**src/rtl/aes_pkg.sv**
```systemverilog
// Shared AES constants, GF(2^8) helpers and the MixColumns engine state type.
package aes_pkg;

  localparam int         AES_NB   = 4;
  localparam logic [7:0] AES_POLY = 8'h1b;

  typedef enum logic [1:0] {
    IDLE = 2'd0,
    BUSY = 2'd1,
    DONE = 2'd2
  } mc_state_e;

  function automatic logic [7:0] xtime(input logic [7:0] x);
    return {x[6:0], 1'b0} ^ (x[7] ? AES_POLY : 8'h00);
  endfunction

  function automatic logic [7:0] gf_mul2(input logic [7:0] x);
    return xtime(x);
  endfunction

  function automatic logic [7:0] gf_mul3(input logic [7:0] x);
    return xtime(x) ^ x;
  endfunction

endpackage

```
**src/rtl/mixcolumn_word.sv**
```systemverilog
// Combinational forward MixColumns of one 32-bit column; byte 0 of the column is the MSB.
module mixcolumn_word
  import aes_pkg::*;
(
  input  logic [31:0] col_i,
  output logic [31:0] col_o
);

  logic [7:0] a0, a1, a2, a3;
  logic [7:0] b0, b1, b2, b3;

  assign a0 = col_i[31:24];
  assign a1 = col_i[23:16];
  assign a2 = col_i[15:8];
  assign a3 = col_i[7:0];

  assign b0 = gf_mul2(a0) ^ gf_mul3(a1) ^ a2 ^ a3;
  assign b1 = a0 ^ gf_mul2(a1) ^ gf_mul3(a2) ^ a3;
  assign b2 = a0 ^ a1 ^ gf_mul2(a2) ^ gf_mul3(a3);
  assign b3 = gf_mul3(a0) ^ a1 ^ a2 ^ gf_mul2(a3);

  assign col_o = {b0, b1, b2, b3};

endmodule

```
**src/rtl/mixcolumns_seq.sv**
```systemverilog
// Column-serial forward MixColumns engine with valid/ready on both sides.
//   state | meaning
//   IDLE  | empty, ready for a new state
//   BUSY  | mixing COLS_PER_CYCLE columns per cycle from src into res
//   DONE  | result presented; in_ready follows out_ready for back-to-back
module mixcolumns_seq
  import aes_pkg::*;
#(
  parameter int COLS_PER_CYCLE = 1
) (
  input  logic         clk,
  input  logic         reset,
  input  logic [127:0] in_data,
  input  logic         in_valid,
  output logic         in_ready,
  output logic [127:0] out_data,
  output logic         out_valid,
  input  logic         out_ready
);

  if (!(COLS_PER_CYCLE == 1 || COLS_PER_CYCLE == 2 || COLS_PER_CYCLE == 4)) begin : g_bad_cpc
    $error("mixcolumns_seq: COLS_PER_CYCLE must be 1, 2 or 4");
  end

  localparam logic [1:0] LAST_GROUP = 2'(AES_NB - COLS_PER_CYCLE);
  localparam logic [1:0] CNT_STEP   = 2'(COLS_PER_CYCLE);

  mc_state_e                   state_q, state_d;
  logic [1:0]                  col_cnt_q, col_cnt_d;
  // Element 3 holds column 0 so the packed vector matches the bus byte order.
  logic [AES_NB-1:0][31:0]     src_q, src_d;
  logic [AES_NB-1:0][31:0]     res_q, res_d;

  logic [1:0]  col_sel [COLS_PER_CYCLE];
  logic [31:0] col_in  [COLS_PER_CYCLE];
  logic [31:0] col_out [COLS_PER_CYCLE];

  for (genvar g = 0; g < COLS_PER_CYCLE; g++) begin : g_col
    assign col_sel[g] = col_cnt_q + 2'(g);
    assign col_in[g]  = src_q[2'd3 - col_sel[g]];

    mixcolumn_word u_mix (
      .col_i (col_in[g]),
      .col_o (col_out[g])
    );
  end

  always_ff @(posedge clk or posedge reset) begin
    if (reset) begin
      state_q   <= IDLE;
      col_cnt_q <= 2'd0;
      src_q     <= '0;
      res_q     <= '0;
    end else begin
      state_q   <= state_d;
      col_cnt_q <= col_cnt_d;
      src_q     <= src_d;
      res_q     <= res_d;
    end
  end

  always_comb begin
    state_d   = state_q;
    col_cnt_d = col_cnt_q;
    src_d     = src_q;
    res_d     = res_q;
    in_ready  = 1'b0;
    case (state_q)
      IDLE: begin
        in_ready = 1'b1;
        if (in_valid) begin
          src_d     = in_data;
          col_cnt_d = 2'd0;
          state_d   = BUSY;
        end
      end
      BUSY: begin
        for (int g = 0; g < COLS_PER_CYCLE; g++) begin
          res_d[2'd3 - col_sel[g]] = col_out[g];
        end
        // The 2-bit counter naturally wraps to 0 after the final group.
        col_cnt_d = col_cnt_q + CNT_STEP;
        if (col_cnt_q == LAST_GROUP) begin
          state_d = DONE;
        end
      end
      DONE: begin
        in_ready = out_ready;
        if (out_ready) begin
          if (in_valid) begin
            src_d     = in_data;
            col_cnt_d = 2'd0;
            state_d   = BUSY;
          end else begin
            state_d = IDLE;
          end
        end
      end
      default: state_d = IDLE;
    endcase
  end

  assign out_valid = (state_q == DONE);
  assign out_data  = res_q;

endmodule

```
**config.mk**
```make
export PLATFORM = sky130hd
export DESIGN_NAME = mixcolumns_seq
export DESIGN_NICKNAME = d
export VERILOG_FILES = /design/src/rtl/aes_pkg.sv /design/src/rtl/mixcolumn_word.sv /design/src/rtl/mixcolumns_seq.sv
export SDC_FILE = /design/constraint.sdc
export NUM_CORES = 1
export LEC_CHECK = 0
export BUFFER_PORTS_ARGS = -buffer_cell sky130_fd_sc_hd__buf_2
export CAP_MARGIN = 20
export CORE_MARGIN = 2
export CORE_UTILIZATION = 49
export CTS_BUF_LIST = sky130_fd_sc_hd__clkbuf_16
export CTS_CLUSTER_SIZE = 16
export DETAILED_ROUTE_END_ITERATION = 10
export PLACE_DENSITY = 0.76
export SLEW_MARGIN = 25
export SYNTH_ARGS = -nofsm -noshare
export SYNTH_HDL_FRONTEND = slang
export SYNTH_SLANG_ARGS = --single-unit
```
**constraint.sdc**
```tcl
create_clock -name clk -period 9.8 [get_ports clk]
set_input_delay 2.94 -clock clk [delete_from_list [all_inputs] [get_ports clk]]
set_output_delay 2.94 -clock clk [all_outputs]
set_load 0.02 [all_outputs]
```
# Word level (Yosys, flattened, before mapping)
# Index checks and enable logic that the tools add are counted.
[word_totals] latchBits=0 n_memories=0 wordCells=68 ram_bits=0 reg_bits=260 romBits=0 in_bits=132 out_inout_bits=130
[classes] mul=0 shift=0 n_reduce_logical=7 n_bitwise=20 n_lt_le_gt_ge=2 div=0 n_addsub=2 eq_ne=6 mux=21
[op_table] cell="2-to-1 mux 128 bit" n=2
[op_table] cell="case mux 128 bit (2 select lines)" n=1
[op_table] cell="bitwise XOR 8 bit" n=20
[op_table] cell="bitwise mux 128 bit" n=1
[op_table] cell="binary-select mux 32 bit (select 2 bit)" n=1
[op_table] cell="demux 32 bit (select 2 bit)" n=1
[op_table] cell="2-to-1 mux 32 bit" n=2
[op_table] cell="2-to-1 mux 5 bit" n=4
[op_table] cell="case mux 2 bit (3 select lines)" n=2
[op_table] cell="2-to-1 mux 2 bit" n=5
[op_table] cell="== test 2 bit (second input constant)" n=2
[op_table] cell="inequality test 2 bit (second input constant)" n=2
[op_table] cell="AND reduction 2 bit" n=2
[op_table] cell="< comparator 2 x 3 -> 1 bit (second input constant)" n=1
[op_table] cell="AND reduction 3 bit" n=1
[op_table] cell="nonzero test 3 bit" n=1
[op_table] cell="adder 2 x 1 -> 2 bit (second input constant)" n=1
[op_table] cell="== test 2 x 1 -> 1 bit (second input constant)" n=1
[op_table] cell=">= comparator 2 x 1 -> 1 bit (second input constant)" n=1
[op_table] cell="logical NOT 2 bit" n=1
[op_table] cell="inequality test 2 x 1 -> 1 bit (second input constant)" n=1
[op_table] cell="case mux 1 bit (2 select lines)" n=1
[op_table] cell="nonzero test 2 bit" n=1
[op_table] cell="subtractor 2 bit (first input constant)" n=1
[op_table] cell="other kinds (2)" n=2

# Depth between registers and ports, before layout
# Gate-level depths: netlist (run 1).
[depth] word_depth=10 mapped_depth=9 depth_no_buf=5

# Hierarchy
# From an unflattened synthesis (run 1), not the netlist that was laid out.
[hier_totals] cells_unflattened=688 area_unflattened_um2=12281.8
[modules_own_cells] mod="mixcolumns_seq" cells_per_inst=607 area_each_um2=10944.2 seq_area_each_um2=6506.2 instances=1
[modules_own_cells] mod="mixcolumn_word" cells_per_inst=81 area_each_um2=1337.5 seq_area_each_um2=0.0 instances=1

# Worst setup path before layout (run 1)
# No wires, ideal clock.
[synth_timing] path_kind="input-to-output" startpoint="input port out_ready" endpoint="output port in_ready" required_time_ps=6860 n_path_buf=0 path_slack_ps=3480 cell_stages=2 arrival_ps=3380 cell_sequence="nand2b_1 > nor2b_1"
[synth_via] elab_chain_cells=1
[synth_rtl] item="start: declaration" line="mixcolumns_seq.sv:18" rtl="input logic out_ready"
[synth_rtl] item="case mux 1 bit (2 select lines)" line="mixcolumns_seq.sv:68" rtl="case (state_q)"
[synth_rtl] item="end: declaration" line="mixcolumns_seq.sv:15" rtl="output logic in_ready,"
# Every way passes these cells.

# Final worst setup path (run 1)
# Ends and elaborated chain as after synthesis.

==> results of run 1 <==
-- registers in the layout, indices dropped and copies added (netlist names) --
name / count
col_cnt_q: 2
out_data: 128
src_q: 128
state_q: 2
-- final cells by class --
cell class | instances | area share
clock inverters | 19 | 0.0111
multi-input cells | 510 | 0.342
well taps | 319 | 0.0286
flip-flops and latches | 260 | 0.466
diodes | 8 | 0.00143
repair buffers | 267 | 0.0977
inverters | 3 | 0.00108
clock buffers | 29 | 0.0520
-- worst max-delay path: stages --
cell	delay, ns
buf_2	0.09
nand2b_1	0.16
nor2b_1	0.13
buf_2	0.16
-- per-layer routing --
metal  track usage  up-vias  wire [µm]  share of wire
met5             0        -         52         0.0019
met1         0.301     3683      11500           0.41
met2         0.367      261      13200           0.48
li1              -     3396          -              -
met4        0.0619        8        538          0.019
met3        0.0664       50       2400          0.087
-- through the flow --
step	hold WS (ns)	instance area [µm²]	utilization
3_5_place_dp	0.465	13100	0.561
2_1_floorplan	0.472	11500	-
4_1_cts	0.477	13900	0.599
5_1_grt	0.492	13900	0.599
3_3_place_gp	0.455	13000	0.561
6_report	0.472	14000	0.600
-- kinds of logic after synthesis --
logic type | synth area share
fa+ha+maj | 0.00435
buf+inv | 0.0237
compound gates | 0.0578
flops | 0.565
simple gates | 0.0474
xor+xnor | 0.114
mux | 0.188
-- layout by cell type, fill, tap and decap left out, types with 2 or more instances in the layout --
cell type / instances
buf_2: 261
dfrtp_1: 258
nand2_1: 129
mux2_2: 128
o21ai_0: 106
xnor3_1: 36
mux4_2: 31
clkbuf_16: 29
o21ai_1: 24
xor2_1: 16
inv_1: 10
diode_2: 8
xnor2_1: 8
xor3_1: 7
xnor2_2: 5
buf_4: 5
ha_1: 4
clkinv_2: 4
clkinv_1: 4
nor2b_1: 3
nand2_4: 3
bufinv_16: 3
nand2b_1: 2
dfrtp_2: 2
-- worst paths after layout --
kind / end / start / cells after the start / slack [ns]
min reg2reg: out_data[64] / out_data[64] / 2 / 0.47
max: in_ready / out_ready / 4 / 3.38
min in group asynchronous: out_data[115] / reset / 3 / 2.61
max reg2reg: out_data[32] / col_cnt_q[0] / 4 / 6.66
min: out_data[64] / out_data[64] / 2 / 0.47
max in group asynchronous: out_data[4] / reset / 4 / 5.84
==> metrics.log, run 1 <==
[metrics] worst hold path class: register to register
[metrics] post-synthesis register bit count: between 200 and 300
[metrics] max cap viols: 0
[metrics] full die area: 0.0247 mm²
[metrics] clk_lat worst skew: about 0.53 ns
[metrics] number of distinct library cell variants in the gate-level netlist after synthesis: 28
[metrics] Max Freq: 156 MHz
[metrics] setup TNS: 0 ns
[metrics] area of the core: between 0.02 and 0.025 mm²
[metrics] vias per cell: ~5.2
[metrics] final weighted congestion in routability-driven placement: just under 0.8
[metrics] most frequently used flop master after synthesis: dfrtp_1
[metrics] Clock Sinks: 260
[metrics] width of the die: between 150 and 200 µm
[metrics] CTS clk-pin slew, worst paths: about 0.06 ns
[metrics] normalized max-slew margin: 0.368
[metrics] initial antenna violation count: 10
[metrics] final number of setup-violating endpoints: 0
[metrics] All-Layer GR Usage: 0.227
[metrics] Worst Path Required: approximately 6.9 ns
[metrics] cell count after placement: between 1,000 and 1,500
[metrics] endpoint class of the critical path: primary output
[metrics] Die Y-Extent: roughly 160 µm
[metrics] count of buffers inserted at the top-level ports: between 200 and 300
[metrics] Period minus WS final: around 6.4 ns
[metrics] H-Tree Level Count: 1
[metrics] Rows: 56
[metrics] DRC violation count after routing: 0
[metrics] kind of launch point of the worst setup path: input pin
[metrics] ranking of synthesized cells by area: dfrtp_1, mux2_2, xnor3_1, mux4_2, o21ai_0
[metrics] first-pass GRT wire length: approximately 43,000 µm
[metrics] Post-Place Setup Slack: between 3 and 4 ns
[metrics] final cell count without fillers: 1,415
[metrics] share of post-route cells with drive strength above 1: 0.438
[metrics] register area: 0.00651 mm²
[metrics] number of enable-type register cells in the synthesized netlist: 0
[metrics] final routed wirelength across all metal layers: 27,700 µm
[metrics] maximum number of buffers from clock root to sink: 3
[metrics] run status: finished, final reports clean
[metrics] most area-hungry cell type in the Yosys netlist: dfrtp_1
[metrics] largest net degree at the start of global routing: roughly 130
[metrics] kind of critical path: input pin to primary output
[metrics] Yosys Warn Count: 0
[metrics] worst path setup slack after routing: about 3.4 ns
[metrics] worst slew pin tran: 0.949 ns
[metrics] WP data arrival: between 3 and 4 ns
[metrics] TritonCTS Buffers: 28
[metrics] RSZ-0062 raised after global routing: no
[metrics] clock root buffer master: clkbuf_16
[metrics] Max FO, Critical Path: 3
[metrics] routed len/inst: just under 20 µm
[metrics] I/O pin count: approximately 260
[metrics] filler cell count: between 1,500 and 2,000
[metrics] most used standard cells in the synthesized netlist: dfrtp_1, nand2_1, mux2_2
[metrics] async set or reset register ratio after synthesis: 1.00
[metrics] fraction of post-synthesis cell area in the top cell type by area: 0.565
[metrics] first-pass iteration count of the detailed router: 4
[metrics] Multi-input gate area: roughly 0.0048 mm²
[metrics] post-synth net total: 961
[metrics] HPWL Detailed: between 15,000 and 20,000 µm
[metrics] Post-CTS Setup Repair Bufs: 0
[metrics] average footprint of a synthesized cell: 14.0 µm²
[metrics] most frequent cell after synthesis: dfrtp_1
[metrics] number of DRC violations after detailed-routing iteration 0: about 430
[metrics] Worst Skew: 0.0214 ns
[metrics] final-report max-slew violation count: 0
[metrics] layout-stage area growth over the synthesis result: 21.2%
[metrics] register area share after synthesis: 0.565
[metrics] vias in the first global route: 7,544
[metrics] number of hold-repair buffers added at the cts stage: 0
[metrics] post-route clock period utilization: 0.655
[metrics] # resized after CTS: 0
[metrics] TritonCTS clock tree: built
[metrics] number of vias in the routed layout: roughly 7,400
[metrics] netlist area before placement: between 0.01 and 0.015 mm²
[metrics] Final Hold Violating Endpoints: 0
[metrics] instance count of the mapped netlist: between 800 and 900
[metrics] final layout net count: approximately 1,200
[metrics] Antenna Nets Post-Route: 0
[metrics] initial cell density of the core: 0.495
[metrics] final global-route overflow total: 0
Power of run 1 is not shown: default switching activity piles up to over one toggle a cycle in this logic, so the estimate is an artifact.
==> inputs of run 2 (changes only) <==
- clock period: 9.8 -> 5.86 ns (I/O delays scaled with it)
==> metrics.log, run 2 (synthesis gave the netlist of run 1 again) <==
[metrics] run status: finished, final reports clean
[metrics] final-report max-slew violation count: 0 (unchanged)
[metrics] Die Y-Extent: 157 µm (unchanged)
[metrics] RSZ-0062 raised after global routing: no
[metrics] Rows: 56 (unchanged)
[metrics] kind of critical path: input pin to primary output
[metrics] post-route clock period utilization: 0.694
[metrics] DRC violation count after routing: 0 (unchanged)
[metrics] share of post-route cells with drive strength above 1: 0.441 (+0.00235)
[metrics] most common cell after layout, fill and taps aside: buf_2
[metrics] final global-route overflow total: 0 (unchanged)
[metrics] worst slew pin tran: 0.940 ns (-0.00835 ns)
[metrics] top cell family by delay on the critical path: simple AND/OR/NAND/NOR gates
[metrics] Max FO, Critical Path: 3 (unchanged)
[metrics] worst hold path startpoint: out_data[39]
[metrics] number of stages on the worst hold path: 2 (unchanged)
[metrics] initial antenna violation count: 8 (-2)
[metrics] number of vias in the routed layout: 7,350 (-0.65%)
[metrics] setup TNS: 0 ns (unchanged)
[metrics] maximum number of buffers from clock root to sink: 3 (unchanged)
[metrics] first-pass GRT wire length: 42,400 µm (-1.2%)
[metrics] normalized max-slew margin: 0.373 (+0.00557)
[metrics] first-pass iteration count of the detailed router: 4 (unchanged)
[metrics] destination of the worst hold path: out_data[39]
[metrics] TritonCTS clock tree: built
[metrics] HPWL Detailed: 19,200 µm (-1.8%)
[metrics] critical register-to-register path startpoint: col_cnt_q[1]
[metrics] Final Hold Violating Endpoints: 0 (unchanged)
[metrics] clk_lat worst skew: 0.53 ns (about the same)
[metrics] dominant cell type by count on the critical path: buf_2
[metrics] Antenna Nets Post-Route: 0 (unchanged)
[metrics] I/O pin count: 262 (unchanged)
[metrics] Reg2Reg Setup Slack: 2.70 ns (-3.96 ns)
[metrics] worst hold path class: register to register
[metrics] full die area: 0.0247 mm² (unchanged)
[metrics] count of buffers inserted at the top-level ports: 261 (unchanged)
[metrics] Worst Skew: 0.0191 ns (-0.00222 ns)
[metrics] most frequent cells in the layout: buf_2, dfrtp_1, nand2_1, mux2_2, o21ai_0
[metrics] final number of setup-violating endpoints: 0 (unchanged)
[metrics] vias per cell: 5.20 (-0.51%)
[metrics] kind of launch point of the worst setup path: input pin
[metrics] number of hold-repair buffers added at the cts stage: 0 (unchanged)
[metrics] final layout net count: 1,206 (unchanged)
[metrics] TritonCTS Buffers: 27 (-3.6%)
[metrics] initial cell density of the core: 0.495 (unchanged)
[metrics] H-Tree Level Count: 1 (unchanged)
[metrics] All-Layer GR Usage: 0.224 (-0.00269)
[metrics] routed len/inst: 19.2 µm (-2.0%)
[metrics] longest individual stage delay on the worst path: 0.16 ns (about the same)
[metrics] # resized after CTS: 0 (unchanged)
[metrics] endpoint class of the critical path: primary output
[metrics] number of DRC violations after detailed-routing iteration 0: 504 (+16%)
[metrics] layout-stage area growth over the synthesis result: 21.4%
[metrics] max cap viols: 0 (unchanged)
[metrics] largest net degree at the start of global routing: 136 (+3.0%)
[metrics] critical path depth: 4 (unchanged)
[metrics] Period minus WS final: 4.07 ns
[metrics] CTS clk-pin slew, worst paths: 0.06 ns (about the same)
[metrics] final weighted congestion in routability-driven placement: 0.772 (-2.0%)
[metrics] cell type of the slowest stage on the worst timing path: nand2b_1
[metrics] vias in the first global route: 7,518 (-0.34%)
[metrics] WP data arrival: 2.31 ns (-1.17 ns)
[metrics] width of the die: 157 µm (unchanged)
[metrics] R2R depth: 5 (+1)
[metrics] Post-CTS Setup Repair Bufs: 0 (unchanged)
[metrics] Worst Path Required: 4.10 ns (-2.76 ns)
[metrics] Cell Area, Placed: 0.0131 mm² (+0.25%)
[metrics] buffering stage count on the worst path with inverters included: 2 (unchanged)
[metrics] CP cell instances: buf_2 > nand2b_1 > nor2b_1 > buf_2
[metrics] post-route design area: 0.0140 mm² (+0.16%)
[metrics] share of the core filled with cells in the final layout: 0.601 (+0.000969)
[metrics] area of the core: 0.0233 mm² (unchanged)
[metrics] clock root buffer master: clkbuf_16
[metrics] Max Freq: ~250 MHz
[metrics] Clock Sinks: 260 (unchanged)
[metrics] Reg2Reg Capture Point: out_data[82]
[metrics] final routed wirelength across all metal layers: 27,100 µm (-2.1%)
-- run 2: cell types whose count changed in the layout (fill, tap and decap cells not counted), moves of 2 or more --
| cell | delta |
|---|---|
| diode_2 | -3 |
| inv_1 | -3 |
| buf_12 | +2 |
| clkbuf_16 | -2 |
-- run 2: final cells by class --
| cell class | instances | area (µm²) |
|---|---|---|
| Sequential cell | 260 | 6510 |
| Multi-Input combinational cell | 510 | 4760 |
| Clock inverter | 21 | 208 |
| Timing Repair Buffer | 268 | 1400 |
| Clock buffer | 27 | 676 |
| Tap cell | 319 | 399 |
| Fill cell | 1902 | 9280 |
| Inverter | 3 | 15.0 |
| Antenna cell | 5 | 12.5 |
-- run 2: through the flow --
stage | hold slack (ns) | setup WS [ns] | instances
global placement | 0.455 | 1.82 | 1360
floorplan | 0.472 | 0.674 | 825
global route | 0.496 | 1.75 | 1409
finish | 0.473 | 1.79 | 1413
CTS | 0.478 | 1.80 | 1408
detailed placement | 0.465 | 1.80 | 1360
-- run 2: layer usage --
layer | routed length [µm] | track usage
met3 | 2350 | 0.0633
met1 | 11300 | 0.298
met2 | 12900 | 0.369
met4 | 470 | 0.0502
met5 | 53 | 0
-- run 2: worst reg2reg max path: stages (launching register included) --
cell     delay (ns)
dfrtp_2        0.89
buf_4          0.40
mux4_2         0.63
xnor3_1        0.39
xor2_1         0.52
o21ai_0        0.19
-- run 2: how the worst max path moves through the flow --
stage                    to      start
2_1_floorplan  col_cnt_q[0]      reset
3_3_place_gp       in_ready  out_ready
3_5_place_dp       in_ready  out_ready
4_1_cts            in_ready  out_ready
5_1_grt            in_ready  out_ready
6_report           in_ready  out_ready
Power of run 2 is left out for the same reason.
